File: src/rtl/craft_tweakey_stream.sv
// rtl/craft_tweakey_stream.sv - digit-serial CRAFT tweakey and round-constant streamer
// Optional reverse-order (decryption) support is built when CRAFT_TK_DEC_EN is defined.
module craft_tweakey_stream #(
    parameter int DW = 4,
    parameter int NR = 32
) (
    input  logic          clk,
    input  logic          reset_n,
    input  logic          start,
    input  logic [127:0]  key,
    input  logic [63:0]   tweak,
    input  logic          dec,
    output logic          ready,
    output logic          rk_valid,
    input  logic          rk_ready,
    output logic [DW-1:0] rk_out,
    output logic [7:0]    rc,
    output logic [7:0]    round,
    output logic          round_last,
    output logic          done
);
    localparam int D   = 64 / DW;
    localparam int DCW = (D > 1) ? $clog2(D) : 1;
    localparam logic [DCW-1:0] DLAST = DCW'(D - 1);
    localparam logic [7:0]     NR_M1 = 8'(NR - 1);
    localparam logic [7:0]     NR_M2 = 8'(NR - 2);
    localparam logic [63:0]    QPERM = 64'hCAF5E892B374601D;

    typedef enum logic [1:0] {S_IDLE, S_PREP, S_RUN, S_DONE} state_t;

    state_t         state_q, state_d;
    logic [63:0]    k0_q, k0_d, k1_q, k1_d, t_q, t_d;
    logic [63:0]    sh_q, sh_d;
    logic [DCW-1:0] dig_q, dig_d;
    logic [7:0]     round_q, round_d;
    logic [3:0]     a_q, a_d;
    logic [2:0]     b_q, b_d;
    logic [7:0]     rc_q, rc_d;
    logic           ready_q, ready_d, valid_q, valid_d, last_q, last_d, done_q, done_d;
    logic           final_round;
    logic [3:0]     a_fwd;
    logic [2:0]     b_fwd;

    function automatic logic [63:0] q_perm(input logic [63:0] t);
        logic [63:0] o;
        int          j;
        o = '0;
        for (int i = 0; i < 16; i++) begin
            j = int'(QPERM[63-4*i -: 4]);
            o[63-4*i -: 4] = t[63-4*j -: 4];
        end
        return o;
    endfunction

    function automatic logic [63:0] tk_sel(input logic [63:0] k0, input logic [63:0] k1,
                                           input logic [63:0] t, input logic [1:0] sel);
        logic [63:0] qt;
        qt = q_perm(t);
        case (sel)
            2'd0:    return k0 ^ t;
            2'd1:    return k1 ^ t;
            2'd2:    return k0 ^ qt;
            default: return k1 ^ qt;
        endcase
    endfunction

    assign a_fwd = {a_q[0] ^ a_q[1], a_q[3], a_q[2], a_q[1]};
    assign b_fwd = {b_q[0] ^ b_q[1], b_q[2], b_q[1]};

`ifdef CRAFT_TK_DEC_EN
    logic       dec_q, dec_d;
    logic [3:0] a_inv;
    logic [2:0] b_inv;
    assign a_inv = {a_q[2], a_q[1], a_q[0], a_q[3] ^ a_q[0]};
    assign b_inv = {b_q[1], b_q[0], b_q[2] ^ b_q[0]};
    assign final_round = dec_q ? (round_q == 8'd0) : (round_q == NR_M1);
`else
    logic unused_dec;
    assign unused_dec  = dec;
    assign final_round = (round_q == NR_M1);
`endif

    always_comb begin
        state_d = state_q;
        k0_d    = k0_q;
        k1_d    = k1_q;
        t_d     = t_q;
        sh_d    = sh_q;
        dig_d   = dig_q;
        round_d = round_q;
        a_d     = a_q;
        b_d     = b_q;
`ifdef CRAFT_TK_DEC_EN
        dec_d   = dec_q;
`endif
        case (state_q)
            S_IDLE: begin
                if (start) begin
                    k0_d    = key[127:64];
                    k1_d    = key[63:0];
                    t_d     = tweak;
                    a_d     = 4'h1;
                    b_d     = 3'h1;
                    round_d = 8'd0;
                    dig_d   = '0;
`ifdef CRAFT_TK_DEC_EN
                    dec_d   = dec;
                    if (dec) begin
                        state_d = S_PREP;
                    end else begin
                        state_d = S_RUN;
                        sh_d    = key[127:64] ^ tweak;
                    end
`else
                    state_d = S_RUN;
                    sh_d    = key[127:64] ^ tweak;
`endif
                end
            end
`ifdef CRAFT_TK_DEC_EN
            // Wind the LFSRs forward to the last round's constants; round_q doubles as the counter.
            S_PREP: begin
                a_d     = a_fwd;
                b_d     = b_fwd;
                round_d = round_q + 8'd1;
                if (round_q == NR_M2) begin
                    state_d = S_RUN;
                    sh_d    = tk_sel(k0_q, k1_q, t_q, round_d[1:0]);
                end
            end
`endif
            S_RUN: begin
                if (rk_ready) begin
                    if (dig_q == DLAST) begin
                        dig_d = '0;
                        if (final_round) begin
                            state_d = S_DONE;
                            sh_d    = '0;
                        end else begin
`ifdef CRAFT_TK_DEC_EN
                            if (dec_q) begin
                                round_d = round_q - 8'd1;
                                a_d     = a_inv;
                                b_d     = b_inv;
                            end else begin
                                round_d = round_q + 8'd1;
                                a_d     = a_fwd;
                                b_d     = b_fwd;
                            end
`else
                            round_d = round_q + 8'd1;
                            a_d     = a_fwd;
                            b_d     = b_fwd;
`endif
                            sh_d = tk_sel(k0_q, k1_q, t_q, round_d[1:0]);
                        end
                    end else begin
                        dig_d = dig_q + DCW'(1);
                        sh_d  = sh_q << DW;
                    end
                end
            end
            S_DONE:  state_d = S_IDLE;
            default: state_d = S_IDLE;
        endcase

        // Status outputs are registered from next-state so rk_ready never reaches them combinationally.
        ready_d = (state_d == S_IDLE);
        valid_d = (state_d == S_RUN);
        last_d  = valid_d && (dig_d == DLAST);
        done_d  = (state_d == S_DONE);
        rc_d    = valid_d ? {a_d, 1'b0, b_d} : 8'h00;
    end

    always_ff @(posedge clk) begin
        if (!reset_n) begin
            state_q <= S_IDLE;
            k0_q    <= '0;
            k1_q    <= '0;
            t_q     <= '0;
            sh_q    <= '0;
            dig_q   <= '0;
            round_q <= '0;
            a_q     <= 4'h1;
            b_q     <= 3'h1;
            rc_q    <= '0;
            ready_q <= 1'b1;
            valid_q <= 1'b0;
            last_q  <= 1'b0;
            done_q  <= 1'b0;
`ifdef CRAFT_TK_DEC_EN
            dec_q   <= 1'b0;
`endif
        end else begin
            state_q <= state_d;
            k0_q    <= k0_d;
            k1_q    <= k1_d;
            t_q     <= t_d;
            sh_q    <= sh_d;
            dig_q   <= dig_d;
            round_q <= round_d;
            a_q     <= a_d;
            b_q     <= b_d;
            rc_q    <= rc_d;
            ready_q <= ready_d;
            valid_q <= valid_d;
            last_q  <= last_d;
            done_q  <= done_d;
`ifdef CRAFT_TK_DEC_EN
            dec_q   <= dec_d;
`endif
        end
    end

    assign ready      = ready_q;
    assign rk_valid   = valid_q;
    assign rk_out     = sh_q[63 -: DW];
    assign rc         = rc_q;
    assign round      = round_q;
    assign round_last = last_q;
    assign done       = done_q;

endmodule
File: config.mk
export PLATFORM = sky130hd
export DESIGN_NAME = craft_tweakey_stream
export DESIGN_NICKNAME = d
export VERILOG_FILES = /design/src/rtl/craft_tweakey_stream.sv
export SDC_FILE = /design/constraint.sdc
export NUM_CORES = 1
export LEC_CHECK = 0
export CAP_MARGIN = 40
export CORE_MARGIN = 5
export CORE_UTILIZATION = 30
export DETAILED_ROUTE_END_ITERATION = 7
export PLACE_DENSITY = 0.59
export SLEW_MARGIN = 20
export SYNTH_ARGS = -nofsm -noshare
export SYNTH_HDL_FRONTEND = slang
export SYNTH_SLANG_ARGS = --single-unit
File: constraint.sdc
create_clock -name clk -period 2 [get_ports clk]
set_clock_uncertainty 0.15 [all_clocks]
set_input_delay 0.2 -clock clk [delete_from_list [all_inputs] [get_ports clk]]
set_output_delay 0.2 -clock clk [all_outputs]
set_load 0.01 [all_outputs]
* After elaboration in Yosys (flattened, before gate mapping)
Index checks and enable logic that the tools add are counted.
Operators by class: $add $sub $neg 2, eq/ne operators 12, muxes and demuxes 30, bitwise gates (word level) 7, reductions and logical operators 9
Operators by type and width (count):
- 64-bit bitwise XOR | 5
- 64-bit two-way mux | 4
- 64-bit case mux with 3 select lines | 1
- 64-bit case mux with 2 select lines | 1
- 8-bit two-way mux | 4
- 4-bit two-way mux | 7
- 4-bit case mux with 2 select lines | 2
- 8-bit case mux with 2 select lines | 1
- 3-bit two-way mux | 4
- 8-bit by 1-bit adder with 8-bit output (second input constant) | 1
- 2-bit equality test (second input constant) | 4
- 4-bit equality test (second input constant) | 2
- 8-bit by 5-bit equality test with 1-bit output (second input constant) | 1
- 2-bit two-way mux | 4
- 2-bit inequality test (second input constant) | 4
- 2-bit zero test | 3
- 3-bit case mux with 2 select lines | 1
- 5-bit AND reduction | 1
- 4-bit by 1-bit adder with 4-bit output (second input constant) | 1
- 2-bit case mux with 2 select lines | 1
- 2-bit AND reduction | 2
- 3-bit AND reduction | 1
- 2-bit by 1-bit equality test with 1-bit output (second input constant) | 1
- 2-bit nonzero test | 1
- other kinds (2) | 3
Storage, ports and cells: flip-flop bits (word level) 289, input bits 197, output and inout port bits 24, logic and storage cells 75

* Depth between registers and ports, before layout
word-level depth 7, mapped depth 9

* Worst setup path before layout
OpenSTA, ideal clock, no wires.
path kind register to register, start register round_q[1], in the netlist round[1], end register sh_q[47], library setup time 128 ps, arrival time 1797 ps, setup slack -75 ps, stages on the path, launching flop included 10, buffers on the path 3, period minus slack after synthesis 2075 ps, path through dfxtp_1 > inv_1 > ha_1 > buf_2 > inv_1 > clkbuf_1 > clkbuf_1 > o221ai_1 > a22oi_1 > a211oi_1
Between the ends: word-level cells in the longest chain between the ends 7, elaborated cells on any way between the ends 10, those cells by class add/sub: 1; eq/ne: 3; mux: 5; reduce/logical: 1
Ends and longest elaborated chain:
- start, declared | RTL line 35 | logic [7:0] round_q, round_d;
- start signal, assigned | RTL line 201 | round_q <= round_d;
- 8-bit by 1-bit adder with 8-bit output | RTL line 151 | round_d = round_q + 8'd1;
- 2-bit equality test, or another cell as far along | RTL line 59 | case (sel)
- 64-bit case mux with 3 select lines | RTL line 59
- 64-bit two-way mux (*) | RTL line 136 | if (final_round) begin
- 64-bit two-way mux (*) | RTL line 134 | if (dig_q == DLAST) begin
- 64-bit two-way mux (*) | RTL line 133 | if (rk_ready) begin
- 64-bit case mux with 2 select lines (*) | RTL line 96 | case (state_q)
- end signal, assigned | RTL line 181 | sh_q <= '0;
- end signal, assigned | RTL line 199 | sh_q <= sh_d;
- end, declared | RTL line 33 | logic [63:0] sh_q, sh_d;
Every way passes the cells marked *; elsewhere a longest branch is shown, timed or not. The select of a mux whose other input is x is not followed. A chain may end at the register's enable or synchronous reset.

* Final worst setup path
start register round_q[1], in the netlist round[1], end register sh_q[57]
The elaborated chain is that of the path after synthesis.

==> flow_metrics.tcl <==
set metrics [dict create \
    placed_cells 2726 \
    ioPinCount 221 \
    track_usage 0.191 \
    instances_no_fill 2812 \
    synth_top_family_by_area "compound AO/OA/AOI/OAI gates" \
    die_area_sq_um 56000 \
    grt_pass1_wl_um 85700 \
    synthMuxAreaShare 0.0683 \
    areaGrowthSynthToFinish_pct 40.5 \
    nets 2311 \
    critPathLaunchType "flip-flop" \
    die_w_um 237 \
    slew_viol_final 0 \
    hold_viol_final 0 \
    synth_xor_area_frac 0.0836 \
    timing.fmax_mhz 490 \
    seq_area_frac_synth 0.374 \
    cp-end-kind "flip-flop" \
    cp.required_ns 2.26 \
    fin_crit_sh 1.02 \
    maxCapViolCount 0 \
    clock-root-buffer "clkbuf_16" \
    die_h_um 237 \
    synth_nets 2112 \
    clock_path_buffers 3 \
    grt_overflow 0 \
    holdPathStages 3 \
    antenna_found_initial 2 \
    cp-startpoint "round[1]$_SDFFE_PN0P_" \
    ys_top_cells_by_area "dfxtp_1 37%, nand2_1 9.7%, xnor2_1 8.1%, mux2i_1 6.8%, a21oi_1 6.5%" \
    ant_nets 0 \
    cts-buffers-inserted 35 \
    clk_pin_slew_ns 0.06 \
    syn_inst 1910 \
    violations "setup timing" \
    status "finished, violations left" \
    cts_num_sinks 288 \
    min_from "key[61]" \
    rr_startpoint "round[1]$_SDFFE_PN0P_" \
    avgViaCountPerCell 5.49 \
    syn_avg_cell_area_sq_um 8.07 \
    cts_tree "yes" \
    insertion_delay_ns 0.53 \
    drc 0 \
    post-dp-hpwl_um 40200 \
    drtIter0Drc 1407 \
    hold_slack_ns 0.0692 \
    synth_top_area_frac 0.374 \
    routabilityCongestion 0.854 \
    io_buffer_count 218 \
    hp-class "input pin to flip-flop" \
    ys_dominant_reg_cell "dfxtp_1" \
    grt_max_degree 109 \
    slew_headroom 0.593 \
    yosysWarnings 0 \
    synth-seq-cells 288 \
    synth_cell_type_count 57 \
    period_minus_slack_ns 2.04 \
    worstMarginPinSlew_ns 0.610 \
    layout_setup_ws_ns -0.0399 \
    row_count 83 \
    wl_per_cell_um 21.3 \
    synth_edf_count 0 \
    grt_pass1_vias 14200 \
    synth_simple_gate_area_frac 0.204 \
    ff2ff_path_depth 8 \
    setup_viol 27 \
    grt_setup_unrepaired "yes" \
    core_area_sq_um 51100 \
    leakagePower_nw 7.90 \
    vdd_drop_max_uv 406 \
    htree_levels 2 \
    synth-adder-area-share 0.00406 \
    drive_gt1_frac 0.151 \
    synth_compound_area_frac 0.211 \
    syn-cell-area_sq_um 15400 \
    p_per_area_nw_per_um2 727 \
    vias 15400 \
    crit_type "flip-flop to flip-flop" \
    async_reset_ff_frac 0 \
    worstPathMaxFanout 7 \
    start_util 0.301 \
    yosysTopAreaCell "dfxtp_1" \
    wirelength_um 59900 \
    cp.arrival_ns 2.30 \
    drt-pass1-iter-count 6 \
]
## Yosys cell counts (2+ instances only)
| master | n |
|---|---|
| o221a_2 | 4 |
| mux2i_1 | 104 |
| buf_4 | 12 |
| xor2_1 | 4 |
| nor4_2 | 8 |
| a221oi_1 | 4 |
| a31oi_1 | 4 |
| xnor2_1 | 143 |
| buf_6 | 11 |
| a22oi_1 | 43 |
| o21a_1 | 2 |
| inv_1 | 11 |
| and2_1 | 2 |
| o2111ai_1 | 6 |
| nor2_2 | 2 |
| buf_1 | 4 |
| a211oi_1 | 60 |
| nor2b_1 | 2 |
| a21oi_1 | 199 |
| a221o_1 | 43 |
| o221ai_1 | 47 |
| ha_1 | 5 |
| clkbuf_4 | 2 |
| and2_0 | 3 |
| nand2b_1 | 3 |
| nand3_1 | 9 |
| nor3_1 | 61 |
| and3_1 | 65 |
| nor4_1 | 53 |
| nand2_1 | 400 |
| dfxtp_1 | 288 |
| nor2_1 | 75 |
| buf_2 | 34 |
| clkbuf_1 | 101 |
| o21ai_0 | 69 |
| a2111o_1 | 6 |
## final cells by class
class                      count  area (sq um)
clock buffer                  53          1090
timing repair buffer         326          3770
clock inverter                 6          36.3
fill                        4994         29500
multi-input combinational   1446         10100
tap                          680           851
sequential                   288          5780
antenna                        1          2.50
inverter                      12          52.6
## placed cells by master, fill, tap and decap left out, types with 9 or more instances in the layout
master	synthesis	final
o21ai_0	69	69
dfxtp_1	288	283
o221ai_1	47	44
and3_1	65	64
a22oi_1	43	40
nor2_1	75	70
mux2i_1	104	71
a221o_1	43	43
xnor2_1	143	143
nor3_1	61	57
buf_4	12	47
nand2_1	400	399
clkdlybuf4s50_1	0	215
buf_12	0	33
clkbuf_16	0	46
a211oi_1	60	39
mux2i_4	0	9
nor4_4	0	50
mux2i_2	0	24
clkbuf_8	0	10
a211oi_2	0	21
a21oi_1	199	197
inv_1	11	9
## flip-flops by register name, summed over array words and instances, names as in the netlist, 4 cells and up
register / flops
t_q: 64
a_q: 4
dig_q: 4
sh_q: 64
k0_q: 64
rc: 7
k1_q: 64
round: 8
## cell families after synthesis
logic type	count (synthesis)
simple gates	695
compound gates	493
flops	288
buf+inv	176
xor+xnor	147
mux	105
fa+ha+maj	5
other cells	1
## power by group
part	total (mW)	internal [mW]	switching, mW	leakage, nW
sequential	6.51	6.10	0.411	2.37
combinational	2.94	1.47	1.47	4.98
clock	6.28	3.73	2.55	0.555
## metal layers
layer | routed length, um | part of all wire | vias up | track usage
li1 | - | - | 7254 | -
met5 | 14 | 0.00023 | - | 0
met2 | 27500 | 0.46 | 612 | 0.308
met3 | 3990 | 0.067 | 128 | 0.0317
met1 | 25900 | 0.43 | 7443 | 0.256
met4 | 2550 | 0.042 | 2 | 0.0726
## worst max-delay path: stages (launching register included)
cell and delay (ns):
dfxtp_4 0.37, buf_6 0.11, ha_4 0.12, nand4_1 0.17, o211a_4 0.32, buf_12 0.15, buf_6 0.17, nor4_1 0.28
a211oi_1 0.08
## worst paths after layout
kind	to	slack (ns)
worst max-delay path	sh_q[57]$_SDFFE_PN0P_	-0.04
worst min-delay path	k1_q[61]$_SDFFE_PN0P_	0.07
worst max register to register	sh_q[57]$_SDFFE_PN0P_	-0.04
worst min register to register	k0_q[3]$_SDFFE_PN0P_	0.31
## per-stage QoR
step	utilization	instance area, sq um	setup slack [ns]	total power [mW]	TNS (ns)
finish	0.424	21600	-0.0399	15.7	-0.460
global route	0.424	21600	-0.112	16.3	-3.75
CTS	0.393	20100	-0.00792	15.4	-0.0459
detailed placement	0.368	18800	-0.131	9.12	-6.90
global placement	0.368	18800	-0.0981	9.06	-4.26
floorplan	-	15400	0.0200	7.96	0
## timing repair
| action | 4_1_cts | 5_1_grt |
|---|---|---|
| endpoints found under the hold margin | 12 | 0 |
| setup endpoints to repair | 66 | 86 |
| resized for setup | 20 | 202 |
| pin swaps | 6 | 54 |
| hold buffers | 1 | 0 |
| setup buffers | 4 | 7 |
| gates cloned | 1 | 13 |
No activity file was read; power rests on OpenSTA's default activity.
